`src/rtl/fifo_wr_arbiter.sv`:
```
// fifo_wr_arbiter
// Write-side controller for the FIFO storage array. It shares the single write
// port between two producers using round-robin arbitration. Once a producer wins,
// it keeps the port for up to MaxBurst consecutive beats. The block also owns the
// binary and Gray write pointers and the registered full flag.
//
// state | meaning
// ------+-----------------------------------------------------------------
// IDLE  | port is open; the grantee is picked from valids and rr_prio
// BUSY  | port is locked to r_owner until the burst ends or the owner drops
//
// Grant selection, readies and the array write are combinational. The array
// captures the word on the same wclk edge that accepts it. Readies are gated
// by wrst_n, so no word is taken while reset is asserted.

module fifo_wr_arbiter #(
    parameter int DataWidth = 8,
    parameter int AddrWidth = 4,
    parameter int MaxBurst  = 4
) (
    input  logic                 wclk,
    input  logic                 wrst_n,
    input  logic                 req0_valid,
    input  logic [DataWidth-1:0] req0_data,
    output logic                 req0_ready,
    input  logic                 req1_valid,
    input  logic [DataWidth-1:0] req1_data,
    output logic                 req1_ready,
    input  logic [AddrWidth:0]   wq2_rptr,
    output logic                 mem_wclken,
    output logic [AddrWidth-1:0] mem_waddr,
    output logic [DataWidth-1:0] mem_wdata,
    output logic [AddrWidth:0]   wptr,
    output logic                 wfull,
    output logic                 grant_id
);

    localparam int BeatWidth = $clog2(MaxBurst + 1);

    localparam logic [0:0] ST_IDLE = 1'b0;
    localparam logic [0:0] ST_BUSY = 1'b1;

    localparam logic [BeatWidth-1:0] LP_BEAT_ONE = BeatWidth'(1);
    localparam logic [BeatWidth-1:0] LP_BEAT_MAX = BeatWidth'(MaxBurst);

    logic [AddrWidth:0]   r_wbin;
    logic [AddrWidth:0]   r_wptr;
    logic                 r_wfull;
    logic [0:0]           r_st;
    logic                 r_owner;
    logic                 r_rr_prio;
    logic [BeatWidth-1:0] r_beat;
    logic                 r_grant_id;

    logic                 w_grantee;
    logic                 w_ready0;
    logic                 w_ready1;
    logic                 w_accept;
    logic                 w_owner_valid;
    logic                 w_burst_last;
    logic [AddrWidth:0]   w_wbin_nxt;
    logic [AddrWidth:0]   w_wgray_nxt;
    logic [AddrWidth:0]   w_full_cmp;
    logic [DataWidth-1:0] w_wdata;

    // Grantee: the locked owner in BUSY; otherwise the only valid producer,
    // or rr_prio when both producers are valid.
    always_comb begin
        w_grantee = 1'b0;
        if (r_st == ST_BUSY) begin
            w_grantee = r_owner;
        end else if (req0_valid && req1_valid) begin
            w_grantee = r_rr_prio;
        end else if (req1_valid) begin
            w_grantee = 1'b1;
        end else begin
            w_grantee = 1'b0;
        end
    end

    // Readies, accept, write data and next-pointer arithmetic
    always_comb begin
        w_ready0      = wrst_n & ~r_wfull & req0_valid & ~w_grantee;
        w_ready1      = wrst_n & ~r_wfull & req1_valid &  w_grantee;
        w_accept      = w_ready0 | w_ready1;
        w_owner_valid = r_owner ? req1_valid : req0_valid;
        w_burst_last  = ((r_beat + LP_BEAT_ONE) == LP_BEAT_MAX);
        w_wdata       = w_grantee ? req1_data : req0_data;
        w_wbin_nxt    = r_wbin + {{AddrWidth{1'b0}}, w_accept};
        w_wgray_nxt   = w_wbin_nxt ^ (w_wbin_nxt >> 1);
        // The synchronized read pointer, moved half a wrap ahead in Gray code
        w_full_cmp    = {~wq2_rptr[AddrWidth:AddrWidth-1], wq2_rptr[AddrWidth-2:0]};
    end

    // Binary and Gray write pointers advance together on every accepted beat
    always_ff @(posedge wclk or negedge wrst_n) begin
        if (!wrst_n) begin
            r_wbin <= '0;
            r_wptr <= '0;
        end else begin
            r_wbin <= w_wbin_nxt;
            r_wptr <= w_wgray_nxt;
        end
    end

    // Full flag, re-evaluated every cycle from the post-write pointer and the
    // current synchronized read pointer
    always_ff @(posedge wclk or negedge wrst_n) begin
        if (!wrst_n) begin
            r_wfull <= 1'b0;
        end else begin
            r_wfull <= (w_wgray_nxt == w_full_cmp);
        end
    end

    // Arbitration FSM: burst locking, beat counting and round-robin priority
    always_ff @(posedge wclk or negedge wrst_n) begin
        if (!wrst_n) begin
            r_st      <= ST_IDLE;
            r_owner   <= 1'b0;
            r_rr_prio <= 1'b0;
            r_beat    <= '0;
        end else begin
            case (r_st)
                ST_IDLE: begin
                    if (w_accept) begin
                        r_owner   <= w_grantee;
                        r_rr_prio <= ~w_grantee;
                        if (MaxBurst > 1) begin
                            r_st   <= ST_BUSY;
                            r_beat <= LP_BEAT_ONE;
                        end
                    end
                end
                ST_BUSY: begin
                    if (w_accept) begin
                        if (w_burst_last) begin
                            r_st   <= ST_IDLE;
                            r_beat <= '0;
                        end else begin
                            r_beat <= r_beat + LP_BEAT_ONE;
                        end
                    end else if (!w_owner_valid) begin
                        // The owner went away mid-burst: release the port and
                        // leave a one-cycle bubble
                        r_st   <= ST_IDLE;
                        r_beat <= '0;
                    end
                    // The owner is valid but the array is full: hold the burst
                end
                default: begin
                    r_st   <= ST_IDLE;
                    r_beat <= '0;
                end
            endcase
        end
    end

    // grant_id follows each new grant made from IDLE. In BUSY it already
    // equals the owner, so it simply holds.
    always_ff @(posedge wclk or negedge wrst_n) begin
        if (!wrst_n) begin
            r_grant_id <= 1'b0;
        end else if ((r_st == ST_IDLE) && w_accept) begin
            r_grant_id <= w_grantee;
        end
    end

    assign req0_ready = w_ready0;
    assign req1_ready = w_ready1;
    assign mem_wclken = w_accept;
    assign mem_waddr  = r_wbin[AddrWidth-1:0];
    assign mem_wdata  = w_wdata;
    assign wptr       = r_wptr;
    assign wfull      = r_wfull;
    assign grant_id   = r_grant_id;

endmodule

```
`config.mk`:
```
export PLATFORM = sky130hd
export DESIGN_NAME = fifo_wr_arbiter
export DESIGN_NICKNAME = d
export VERILOG_FILES = /design/src/rtl/fifo_wr_arbiter.sv
export SDC_FILE = /design/constraint.sdc
export NUM_CORES = 1
export LEC_CHECK = 0
export BUFFER_PORTS_ARGS = -buffer_cell sky130_fd_sc_hd__buf_2
export CAP_MARGIN = 20
export CORE_MARGIN = 4
export CORE_UTILIZATION = 48
export DETAILED_ROUTE_END_ITERATION = 7
export GPL_TIMING_DRIVEN = 0
export PLACE_DENSITY = 0.82
export SYNTH_ARGS = -nofsm -noshare
export SYNTH_HDL_FRONTEND = slang
export SYNTH_SLANG_ARGS = --single-unit
```
`constraint.sdc`:
```
create_clock -name wclk -period 5.5 [get_ports wclk]
set_clock_uncertainty 0.05 [all_clocks]
set_input_delay 1.65 -clock wclk [delete_from_list [all_inputs] [get_ports wclk]]
set_output_delay 1.65 -clock wclk [all_outputs]
set_load 0.1 [all_outputs]
```
Word level (Yosys, flattened, before mapping):

Cells that the tools add are included.

* $add $sub $neg: 2
* bitwise operators: 11
* magnitude comparators: 0
* reduce and logical (&&, ||, !) cells: 4
* divide/modulo/power cells: 0
* multiplexer cells: 15
* eq/ne operators: 4
* shift operators: 0
* multiply operators: 0

Operator list (count)
* 2-to-1 mux 3 bit: 4
* 2-to-1 mux 1 bit: 8
* 2-to-1 mux 8 bit: 1
* case mux 3 bit (2 select lines): 1
* adder 5 x 1 -> 5 bit: 1
* AND 1 bit: 5
* == test 5 bit: 1
* bitwise XOR 5 x 4 -> 5 bit: 1
* AND reduction 2 bit: 2
* adder 3 x 1 -> 3 bit, second input constant: 1
* == test 3 bit, second input constant: 1
* != test 3 bit, second input constant: 1
* inverter 1 bit: 3
* logical AND 1 bit: 2
* != test 2 bit, second input constant: 1
* inverter 2 bit: 1
* case mux 1 bit (2 select lines): 1
* bitwise OR 1 bit: 1

* latch bits: 0
* memories kept: 0
* bits in writable memories: 0
* output and inout port bits: 22
* register bits: 18
* memory bits (read-only): 0

Depth between registers and ports, before layout:

* depth after elaboration: 9
* depth in mapped cells: 9

Worst setup path before layout:

OpenSTA, ideal clock, no wires.

* path type: input to output
* start: in req0_valid
* end: out req0_ready
* slack: -344 ps
* cell stages on the path: 4
* data arrival time: 4144 ps
* required time: 3800 ps
* cell sequence: inv_1 > o21ai_0 > o21ai_2 > nor3_1

* longest elaborated chain between the ends: 5
* elaborated cells on any way between the ends: 6
* classes of those cells: mux: 2; bitwise: 3; reduce/logical: 1

Ends and longest elaborated chain
* start, declared: RTL line 23 `input logic req0_valid,`
* logical AND 1 bit: RTL line 72 `end else if (req0_valid && req1_valid) begin`
* 2-to-1 mux 1 bit: RTL line 72
* 2-to-1 mux 1 bit: RTL line 70 `if (r_st == ST_BUSY) begin`
* inverter 1 bit: RTL line 83 `w_ready0 = wrst_n & ~r_wfull & req0_valid & ~w_grantee;`
* AND 1 bit *: RTL line 83
* end, declared: RTL line 25 `output logic req0_ready,`

Every way passes the cells marked *; elsewhere a longest branch is shown, timed or not.

Final worst setup path:

* start: in wrst_n
* end: out mem_wclken

* longest elaborated chain between the ends: 4
* elaborated cells on any way between the ends: 6
* classes of those cells: bitwise: 6

Ends and longest elaborated chain
* start, declared: RTL line 22 `input logic wrst_n,`
* AND 1 bit *: RTL line 83, 84
* AND 1 bit, on equally long branches (2 in series): RTL line 83, 84
* bitwise OR 1 bit *: RTL line 85 `w_accept = w_ready0 | w_ready1;`
* end, declared: RTL line 30 `output logic mem_wclken,`

Marks and branches as above.

==> results by group <==
Detailed routing
  • Routed length per instance: 13.3 um
  • Drt drc: 0
  • DRT iter0 DRCs: 15
  • Post-route antenna net violation count: 0
  • Vias: 852
  • Drt first pass iters: 4
  • WL final: 2170 um
  • Vias per inst: 5.23

CTS
  • Root Driver: clkbuf_4
  • TritonCTS buffer count: 3
  • Clk sinks: 16
  • Post-CTS Resized: 0
  • Max Buffers Root-to-Sink: 2
  • Htree depth: 1
  • CTS tree: yes
  • CTS Hold Bufs: 0
  • Post-CTS Setup Inserts: 0
  • CTS clk-pin slew, worst paths: 0.09 ns
  • Clk_lat worst skew: 0.29 ns

STA
  • Pins Over Slew Limit: 0
  • Tcrit/Tclk final: 0.881
  • Final setup vio count: 0
  • Setup_tns: 0 ns
  • RSZ-0062 raised after global routing: no
  • Worst slew pin tran: 0.503 ns
  • Min Tclk post-route: 4.85 ns
  • Max-slew headroom: 0.667
  • Fmax: 0.206 GHz
  • Hold Violations, Final: 0

Synthesis
  • Unique masters post-synth: 29
  • Syn Area/Cell: 10.8 um2
  • Synth Register Bits: 16
  • Compound-Gate Fraction of Synth Area: 0.116
  • Sequential fraction of the synthesis area: 0.423
  • Mapped Nets: 118
  • Post-synthesis mux area share: 0.106
  • Post-Synth XOR/XNOR Area: 0.143
  • Largest family of logic cells by synthesized area: XOR/XNOR gates
  • Post-synthesis cell count: 88
  • Cell area after synthesis: 947 um2
  • Synth Area in Simple Gates: 0.114
  • Yosys Warn Count: 0
  • Synth Area in Adders: 0.0661

Die
  • Starting Density: 0.526
  • Die X: 52.4 um
  • # rows: 15
  • Core area: 1800 um2
  • Ports: 47
  • Die ar.: 2750 um2
  • Die height: 52.4 um

Setup path
  • WS Path Type: in2out
  • Maximum fanout along the worst path: 18
  • Worst setup SP type: primary input
  • Worst Setup End Kind: primary output
  • CP arrival: 3.15 ns
  • Req. time, crit path: 3.80 ns

Hold path
  • Hold Crit Class: reg2reg

Placed design
  • Port bufs: 46
  • GP Congestion: 0.819
  • HPWL Detailed: 1720 um

Job
  • Max Cap Viol: 0

Global routing
  • Total track usage: 0.176
  • Vias in the first global route: 801
  • First-pass GRT wire length: 3520 um
  • Initial antenna violation count: 0
  • GRT overflow: 0
  • Largest net degree at the start of global routing: 19

Outcome
  • Outcome: completed

Layout
  • Diode count: 0
  • Share of cells above drive strength 1: 0.464
  • Nets: 169
  • Area Growth Syn to Fin: 32.0%
## stage by stage
stage          worst slack [ns]  utilization  area [um2]  std cells  hold WS [ns]
3_3_place_gp              0.617        0.674        1210        159         0.429
5_1_grt                   0.473        0.694        1250        163         0.512
2_1_floorplan             0.393            -         952         88         0.420
3_5_place_dp              0.597        0.674        1210        159         0.443
6_report                  0.652        0.694        1250        163         0.459
4_1_cts                   0.601        0.694        1250        163         0.464
## synth_stat cells
library cell / instances / area share
a221oi_2: 1 / 0.016
nor2_1: 4 / 0.016
xnor3_1: 1 / 0.024
inv_1: 5 / 0.020
a31oi_1: 3 / 0.020
o21ai_0: 1 / 0.0053
xor2_1: 5 / 0.046
buf_2: 1 / 0.0053
clkinv_1: 1 / 0.0040
nand3_1: 4 / 0.021
dfrtp_1: 16 / 0.42
a32o_1: 2 / 0.021
nand2_1: 6 / 0.024
ha_1: 5 / 0.066
a22o_1: 1 / 0.0092
xnor2_1: 6 / 0.055
xor2_2: 1 / 0.017
nand2b_1: 2 / 0.013
mux2_2: 8 / 0.095
nor3_1: 1 / 0.0053
or4_1: 1 / 0.0079
mux2i_1: 1 / 0.011
a21oi_1: 5 / 0.026
o21ai_2: 1 / 0.0092
a31o_1: 1 / 0.0092
and3_1: 1 / 0.0066
inv_2: 1 / 0.0040
nor2b_1: 1 / 0.0066
or3_1: 2 / 0.013
## sequential cells by signal, summed over array words and instances, names as in the netlist
signal / flops
r_rr_prio: 1
wfull: 1
r_beat: 3
r_owner: 1
r_st: 1
wptr: 4
r_wbin: 5
## worst paths after layout
kind	to	from	slack (ns)	cells past startpoint
min in group asynchronous	r_beat[1]	wrst_n	1.20	1
min	r_beat[1]	r_beat[1]	0.46	1
max reg2reg	wfull	wfull	2.65	9
min reg2reg	r_beat[1]	r_beat[1]	0.46	1
max in group asynchronous	wptr[2]	wrst_n	3.94	1
max	mem_wclken	wrst_n	0.65	5
## critical path, cell delays in order
cell	delay (ns)
buf_2	0.31
nand2b_1	0.19
a31o_1	0.23
nor2_1	0.27
buf_2	0.49
## metal layers
metal | vias up | GRT usage | share of wire
met4 | 0 | 0.0766 | 0.018
met2 | 47 | 0.316 | 0.47
met1 | 392 | 0.189 | 0.39
li1 | 408 | - | -
met3 | 5 | 0.0513 | 0.12
met5 | - | 0 | 0
## logic make-up after synthesis
family                     after synthesis
and+or+nand+nor                         22
DFF                                     16
AOI/OAI and AO/OA                       15
xor gates and xnor gates                13
muxes                                    9
buffers and inverters                    8
adders and majority gates                5
## layout make-up
type,instances,area (um2)
fill,146,552
multi-input combinational,64,520
sequential,16,400
timing repair buffer,46,230
clock buffer,4,36.3
tap,25,31.3
inverter,7,26.3
buffer,1,5.00
## layout by cell type (no fill, tap or decap), drive strengths merged, types with 4 or more instances in the layout
master	instances
buf	47
dfrtp	16
mux2	8
xnor2	6
nand2	6
inv	6
xor2	6
a21oi	5
ha	5
nand3	4
nor2	4
clkbuf	4
Power is left out: the tool's default activity adds up to more than one toggle a clock period on the data nets, which glitch-free logic cannot reach.
